--- config.mk ---
export PLATFORM = sky130hd
export DESIGN_NAME = crc32_slice4_engine_flat
export DESIGN_NICKNAME = d
export VERILOG_FILES = /design/src/rtl/crc32_slice4_engine_if.sv /design/src/rtl/crc32_slice4_engine.sv /design/src/flat_wrapper.sv
export SDC_FILE = /design/constraint.sdc
export NUM_CORES = 1
export LEC_CHECK = 0
export BUFFER_PORTS_ARGS = -buffer_cell sky130_fd_sc_hd__buf_2
export CORE_ASPECT_RATIO = 1.4
export CORE_MARGIN = 3
export CORE_UTILIZATION = 47
export CTS_CLUSTER_DIAMETER = 200
export DETAILED_ROUTE_END_ITERATION = 6
export GPL_TIMING_DRIVEN = 0
export PLACE_DENSITY = 0.76
export SLEW_MARGIN = 20
export SYNTH_ARGS = -nofsm -noshare
export SYNTH_HDL_FRONTEND = slang
export SYNTH_SLANG_ARGS = --single-unit
--- constraint.sdc ---
create_clock -name clk -period 2.5 [get_ports clk]
set_input_delay 0 -clock clk [delete_from_list [all_inputs] [get_ports clk]]
set_output_delay 0 -clock clk [all_outputs]
set_load 0.01 [all_outputs]
--- src/rtl/crc32_slice4_engine_if.sv ---
// Stream, lookup-table and result signals of the slicing-by-4 CRC engine.
// The engine is the slave; the packet source and the table instances together form the master side.
interface crc32_slice4_engine_if;
    logic         in_valid;
    logic         in_ready;
    logic [31:0]  in_data;
    logic         in_sop;
    logic         in_eop;
    logic [1:0]   in_bytes;
    logic [31:0]  tab_addr;
    logic [127:0] tab_rdata;
    logic [31:0]  crc_out;
    logic         crc_valid;
    logic         frame_err;

    modport slave (
        input  in_valid, in_data, in_sop, in_eop, in_bytes, tab_rdata,
        output in_ready, tab_addr, crc_out, crc_valid, frame_err
    );

    modport master (
        output in_valid, in_data, in_sop, in_eop, in_bytes, tab_rdata,
        input  in_ready, tab_addr, crc_out, crc_valid, frame_err
    );
endinterface

--- src/rtl/crc32_slice4_engine.sv ---
// Word-serial slicing-by-4 CRC-32 engine driving four external 256x32 lookup tables.
// Tail bytes (1..3) of a frame are finished byte-serially through lane T0.
module crc32_slice4_engine #(
    parameter logic [31:0] INIT   = 32'hFFFFFFFF,
    parameter logic [31:0] XOROUT = 32'hFFFFFFFF
) (
    input  logic                  clk,
    input  logic                  rst,
    crc32_slice4_engine_if.slave  bus
);
    typedef enum logic [1:0] {IDLE, RUN, TAIL} state_t;

    state_t      r_state,     w_state_nxt;
    logic [31:0] r_crc,       w_crc_nxt;
    logic [31:0] r_crc_out,   w_crc_out_nxt;
    logic [31:0] r_tail_data, w_tail_data_nxt;
    logic [1:0]  r_tail_cnt,  w_tail_cnt_nxt;
    logic        r_crc_valid, w_crc_valid_nxt;
    logic        r_frame_err, w_frame_err_nxt;

    logic        w_ready;
    logic        w_accept;
    logic [31:0] w_c;
    logic [7:0]  w_tail_idx;
    logic [31:0] w_word_crc;
    logic [31:0] w_tail_crc;

    assign w_ready  = (r_state != TAIL);
    assign w_accept = bus.in_valid & w_ready;

    assign w_c        = (bus.in_sop ? INIT : r_crc) ^ bus.in_data;
    assign w_tail_idx = r_crc[7:0] ^ r_tail_data[7:0];

    // Lowest stream byte has the most zero bytes still to pass, hence goes to T3.
    assign bus.tab_addr = (r_state == TAIL) ? {24'h000000, w_tail_idx}
                                            : {w_c[7:0], w_c[15:8], w_c[23:16], w_c[31:24]};

    assign w_word_crc = bus.tab_rdata[127:96] ^ bus.tab_rdata[95:64]
                      ^ bus.tab_rdata[63:32]  ^ bus.tab_rdata[31:0];
    assign w_tail_crc = {8'h00, r_crc[31:8]} ^ bus.tab_rdata[31:0];

    always_comb begin
        w_state_nxt     = r_state;
        w_crc_nxt       = r_crc;
        w_crc_out_nxt   = r_crc_out;
        w_tail_data_nxt = r_tail_data;
        w_tail_cnt_nxt  = r_tail_cnt;
        w_crc_valid_nxt = 1'b0;
        w_frame_err_nxt = 1'b0;
        case (r_state)
            IDLE: begin
                if (w_accept) begin
                    if (!bus.in_sop) begin
                        w_frame_err_nxt = 1'b1;
                    end else if (bus.in_eop && bus.in_bytes != 2'd0) begin
                        w_crc_nxt       = INIT;
                        w_tail_data_nxt = bus.in_data;
                        w_tail_cnt_nxt  = bus.in_bytes;
                        w_state_nxt     = TAIL;
                    end else begin
                        w_crc_nxt = w_word_crc;
                        if (bus.in_eop) begin
                            w_crc_out_nxt   = w_word_crc ^ XOROUT;
                            w_crc_valid_nxt = 1'b1;
                        end else begin
                            w_state_nxt = RUN;
                        end
                    end
                end
            end
            RUN: begin
                if (w_accept) begin
                    // A sop here aborts the open frame and restarts on this word.
                    w_frame_err_nxt = bus.in_sop;
                    if (bus.in_eop && bus.in_bytes != 2'd0) begin
                        if (bus.in_sop) begin
                            w_crc_nxt = INIT;
                        end
                        w_tail_data_nxt = bus.in_data;
                        w_tail_cnt_nxt  = bus.in_bytes;
                        w_state_nxt     = TAIL;
                    end else begin
                        w_crc_nxt = w_word_crc;
                        if (bus.in_eop) begin
                            w_crc_out_nxt   = w_word_crc ^ XOROUT;
                            w_crc_valid_nxt = 1'b1;
                            w_state_nxt     = IDLE;
                        end
                    end
                end
            end
            TAIL: begin
                w_crc_nxt       = w_tail_crc;
                w_tail_data_nxt = {8'h00, r_tail_data[31:8]};
                w_tail_cnt_nxt  = r_tail_cnt - 2'd1;
                if (r_tail_cnt == 2'd1) begin
                    w_crc_out_nxt   = w_tail_crc ^ XOROUT;
                    w_crc_valid_nxt = 1'b1;
                    w_state_nxt     = IDLE;
                end
            end
            default: begin
                w_state_nxt = IDLE;
            end
        endcase
    end

    always_ff @(posedge clk or posedge rst) begin
        if (rst) begin
            r_state     <= IDLE;
            r_crc       <= '0;
            r_crc_out   <= '0;
            r_tail_data <= '0;
            r_tail_cnt  <= '0;
            r_crc_valid <= 1'b0;
            r_frame_err <= 1'b0;
        end else begin
            r_state     <= w_state_nxt;
            r_crc       <= w_crc_nxt;
            r_crc_out   <= w_crc_out_nxt;
            r_tail_data <= w_tail_data_nxt;
            r_tail_cnt  <= w_tail_cnt_nxt;
            r_crc_valid <= w_crc_valid_nxt;
            r_frame_err <= w_frame_err_nxt;
        end
    end

    assign bus.in_ready  = w_ready;
    assign bus.crc_out   = r_crc_out;
    assign bus.crc_valid = r_crc_valid;
    assign bus.frame_err = r_frame_err;
endmodule

--- src/flat_wrapper.sv ---
// flat-port wrapper written by rule: the top's interface ports become plain ports
module crc32_slice4_engine_flat 
#(
    parameter logic [31:0] INIT   = 32'hFFFFFFFF,
    parameter logic [31:0] XOROUT = 32'hFFFFFFFF
)
  (clk, rst, bus_in_valid, bus_in_data, bus_in_sop, bus_in_eop, bus_in_bytes, bus_tab_rdata, bus_in_ready, bus_tab_addr, bus_crc_out, bus_crc_valid, bus_frame_err);
  crc32_slice4_engine_if bus_i ();
  input  logic clk;
  input  logic rst;
  input wire logic [$bits(bus_i.in_valid)-1:0] bus_in_valid;
  input wire logic [$bits(bus_i.in_data)-1:0] bus_in_data;
  input wire logic [$bits(bus_i.in_sop)-1:0] bus_in_sop;
  input wire logic [$bits(bus_i.in_eop)-1:0] bus_in_eop;
  input wire logic [$bits(bus_i.in_bytes)-1:0] bus_in_bytes;
  input wire logic [$bits(bus_i.tab_rdata)-1:0] bus_tab_rdata;
  output wire logic [$bits(bus_i.in_ready)-1:0] bus_in_ready;
  output wire logic [$bits(bus_i.tab_addr)-1:0] bus_tab_addr;
  output wire logic [$bits(bus_i.crc_out)-1:0] bus_crc_out;
  output wire logic [$bits(bus_i.crc_valid)-1:0] bus_crc_valid;
  output wire logic [$bits(bus_i.frame_err)-1:0] bus_frame_err;
  assign bus_i.in_valid = bus_in_valid;
  assign bus_i.in_data = bus_in_data;
  assign bus_i.in_sop = bus_in_sop;
  assign bus_i.in_eop = bus_in_eop;
  assign bus_i.in_bytes = bus_in_bytes;
  assign bus_i.tab_rdata = bus_tab_rdata;
  assign bus_in_ready = bus_i.in_ready;
  assign bus_tab_addr = bus_i.tab_addr;
  assign bus_crc_out = bus_i.crc_out;
  assign bus_crc_valid = bus_i.crc_valid;
  assign bus_frame_err = bus_i.frame_err;
  crc32_slice4_engine #(.INIT(INIT), .XOROUT(XOROUT)) u_core (.clk(clk), .rst(rst), .bus(bus_i));
endmodule
==> qor.yml <==
outcome:
  outcome: "completed"
die:
  initial_core_util: 0.481
  coreArea_mm2: 0.0145
  die_h_um: 150
  die_x_um: 109
  std_cell_rows: 52
  io_pins: 234
  dieArea_mm2: 0.0164
global_route:
  grt_max_degree: 34
  top_usage_layer: "met2"
  grt_pass1_wl_mm: 34.8
  overflow: 0
  grt.total_usage: 0.274
  use_met1: 0.337
  met3_usage: 0.0322
  grt_pass1_vias: 6665
  antenna_found_initial: 0
  grt.met2_usage: 0.483
power:
  power_density_mw_per_mm2: 1190
  p_total_mw: 10.8
  p_leak_nw: 4.13
  ir_drop_mv: 0.530
timing:
  max_freq_ghz: 0.425
  worst_pin_slew_ps: 799
  fin_crit_sh: 0.942
  final_hold_viol_count: 0
  setup_viol: 0
  relSlewSlack: 0.462
  period_needed_ps: 2350
  fin_ws_ps: 145
  skew_ps: 9.95
  slew_violations: 0
  grt_setup_unrepaired: "false"
  fin_tns_setup_ps: 0
critical_path:
  r2r-end: "u_core.bus.crc_out[21]"
  crit_fanout: 10
  reg2reg_depth: 8
  critPathRequiredTime_ps: 2500
  slowest_stage: "dfrtp_1"
  r2r_slack_ps: 150
  crit_path_start_kind: "register"
  cpMostUsedCell: "buf_2"
  crit_chain: "inv_1 -> ha_1 -> buf_4 -> buf_6 -> buf_2 -> buf_4 -> buf_2 -> nor2_1 -> buf_2"
  r2r_start: "u_core.r_state[1]"
  crit_end: "bus_tab_addr[24]"
  arrival_ps: 2350
  critical_path.startpoint: "u_core.r_state[0]"
  setup.worst_path.class: "reg2out"
  critPathMaxStageDelay_ps: 410
  endpoint_kind: "output port"
clock_tree:
  root_buffer: "clkbuf_16"
  htree_levels: 3
  clk_pin_slew_ps: 70
  numCtsBuffers: 9
  clock-sinks: 102
  post_cts_buffers: 0
  clkLatencyLatePin_ps: 360
  cts_tree: "built"
  clock_tree.buffer_depth: 2
routing:
  dr.pass1.iters: 5
  drtAntennaViolNets: 0
  wire_per_inst_um: 17.8
  routed_wl_mm: 22.5
  vias: 6793
  post_drt_via_cell_ratio: 5.39
  drc: 0
  drtIter0Drc: 482
placed_design:
  hpwl_mm: 17.8
  io_buffers: 232
  gp_congestion: 0.941
  postPlaceCellArea_mm2: 0.00845
  dp_slack_ps: 157
yosys:
  synth_top_area_share: 0.366
  synthXorXnorAreaFrac: 0.195
  synth_seq_cells: 102
  synth_seq_area_share: 0.366
  synth_compound_area_frac: 0.140
  syn_area_mm2: 0.00698
  muxShareOfSynthArea: 0.0918
  yosys.area_share.adder: 0.00896
  avgSynthCellArea_um2: 8.77
  ys_types: 44
  synth_area_leaders: "dfrtp_1 37%, xnor2_1 11%, nor2_1 7.7%"
  syn_nets: 968
  synth_cells: 796
  synth_edf_count: 0
  yosysTopAreaCell: "dfrtp_1"
  synth-main-ff-cell: "dfrtp_1"
  synth-warning-count: 0
  synth_top_family_by_area: "XOR/XNOR gates"
  synthSimpleGateAreaFrac: 0.157
  async_reset_ff_frac: 1.00
final_layout:
  final_common_cell: "buf_2"
  drive_gt1_frac: 0.299
  final_cell_mix: "244 x buf_2, 143 x nor2_1, 102 x dfrtp_1, 90 x xnor2_1, 78 x nand2_1"
  diodes: 0
  area_growth_pct: 29.1
  fill_cells: 1271
  fin_util: 0.621
  regArea_mm2: 0.00255
  design_area_mm2: 0.00901
  multi_input_area_mm2: 0.00415
  final_nets: 1238
min_path:
  min_path_type: "in2reg"
  holdPathStages: 3
run:
  max_cap_viol_count: 0
## kinds of logic (layout without fill, tap and decap cells)
group	count (synthesis)	in the layout
XOR/XNOR	146	146
AND/OR/NAND/NOR	261	261
AO/OA/AOI/OAI	164	164
flip-flops	102	102
adder cells (fa/ha/maj)	5	5
buffers and inverters	58	333
multiplexers	60	60
## critical path: cells and delay by family (launching register included)
kind / cells / cell delay (ps)
flops: 1 / 410
buf+inv: 7 / 1350
fa+ha+maj: 1 / 160
simple gates: 1 / 80
## layer usage
metal  vias up  part of all wire
met5         -                 0
met2       315              0.51
li1       3255                 -
met4         0             0.035
met1      3172              0.38
met3        51             0.069
## Yosys cell counts, types with 2 or more instances
| cell type | n |
|---|---|
| buf_1 | 6 |
| buf_2 | 11 |
| o211ai_1 | 7 |
| xnor2_1 | 90 |
| xor2_1 | 50 |
| nor2b_2 | 2 |
| ha_1 | 5 |
| o21ai_0 | 75 |
| buf_4 | 5 |
| clkbuf_1 | 21 |
| o22ai_1 | 50 |
| mux2_2 | 31 |
| o21ai_1 | 6 |
| mux2i_1 | 28 |
| a21oi_1 | 4 |
| o2bb2a_1 | 6 |
| inv_1 | 9 |
| nand4_1 | 2 |
| xnor3_1 | 6 |
| a31oi_1 | 8 |
| or3_1 | 8 |
| nand2_1 | 78 |
| nand3_1 | 12 |
| buf_6 | 5 |
| nor2_1 | 143 |
| nor2b_1 | 3 |
| o221ai_1 | 2 |
| dfrtp_1 | 102 |
| or2_2 | 6 |
## state kept, by name (all words and copies together) (netlist names)
name,cells
u_core.bus.crc_out,32
u_core.bus.crc_valid,1
u_core.bus.frame_err,1
u_core.r_crc,32
u_core.r_state,2
u_core.r_tail_cnt,2
u_core.r_tail_data,32
## stage by stage
stage          hold slack [ps]  instances
2_1_floorplan              144        796
3_3_place_gp               270       1217
3_5_place_dp              46.2       1220
4_1_cts                   9.45       1260
5_1_grt                   10.2       1260
6_report                  11.8       1260
## what timing repair did
item,CTS,global route
hold endpoints to repair,60,0
hold buffers,24,0
endpoints found under the setup margin,20,29
gates resized for setup,2,4
## power breakdown
part | internal (mW) | switching, mW
Clock | 0.837 | 0.664
Sequential | 2.51 | 0.793
Combinational | 2.57 | 3.38
## cell type report
type                            count  share of cell area
Buffer                             48              0.0285
Clock buffer                       12              0.0285
Clock inverter                      4             0.00597
Inverter                           10             0.00458
Multi-Input combinational cell    636               0.460
Sequential cell                   102               0.283
Tap cell                          189              0.0262
Timing Repair Buffer              259               0.163
## how the worst min path moves through the flow
stage / slack [ps] / from / to
2_1_floorplan: 140 / bus_in_data[27] / u_core.r_tail_data[27]
3_3_place_gp: 270 / bus_in_data[30] / u_core.r_tail_data[30]
3_5_place_dp: 50 / rst / u_core.bus.crc_out[2]
4_1_cts: 9 / bus_in_data[22] / u_core.r_tail_data[22]
5_1_grt: 10 / bus_in_data[22] / u_core.r_tail_data[22]
6_report: 10 / bus_in_data[21] / u_core.r_tail_data[21]
(Power assumes the default switching activity.)
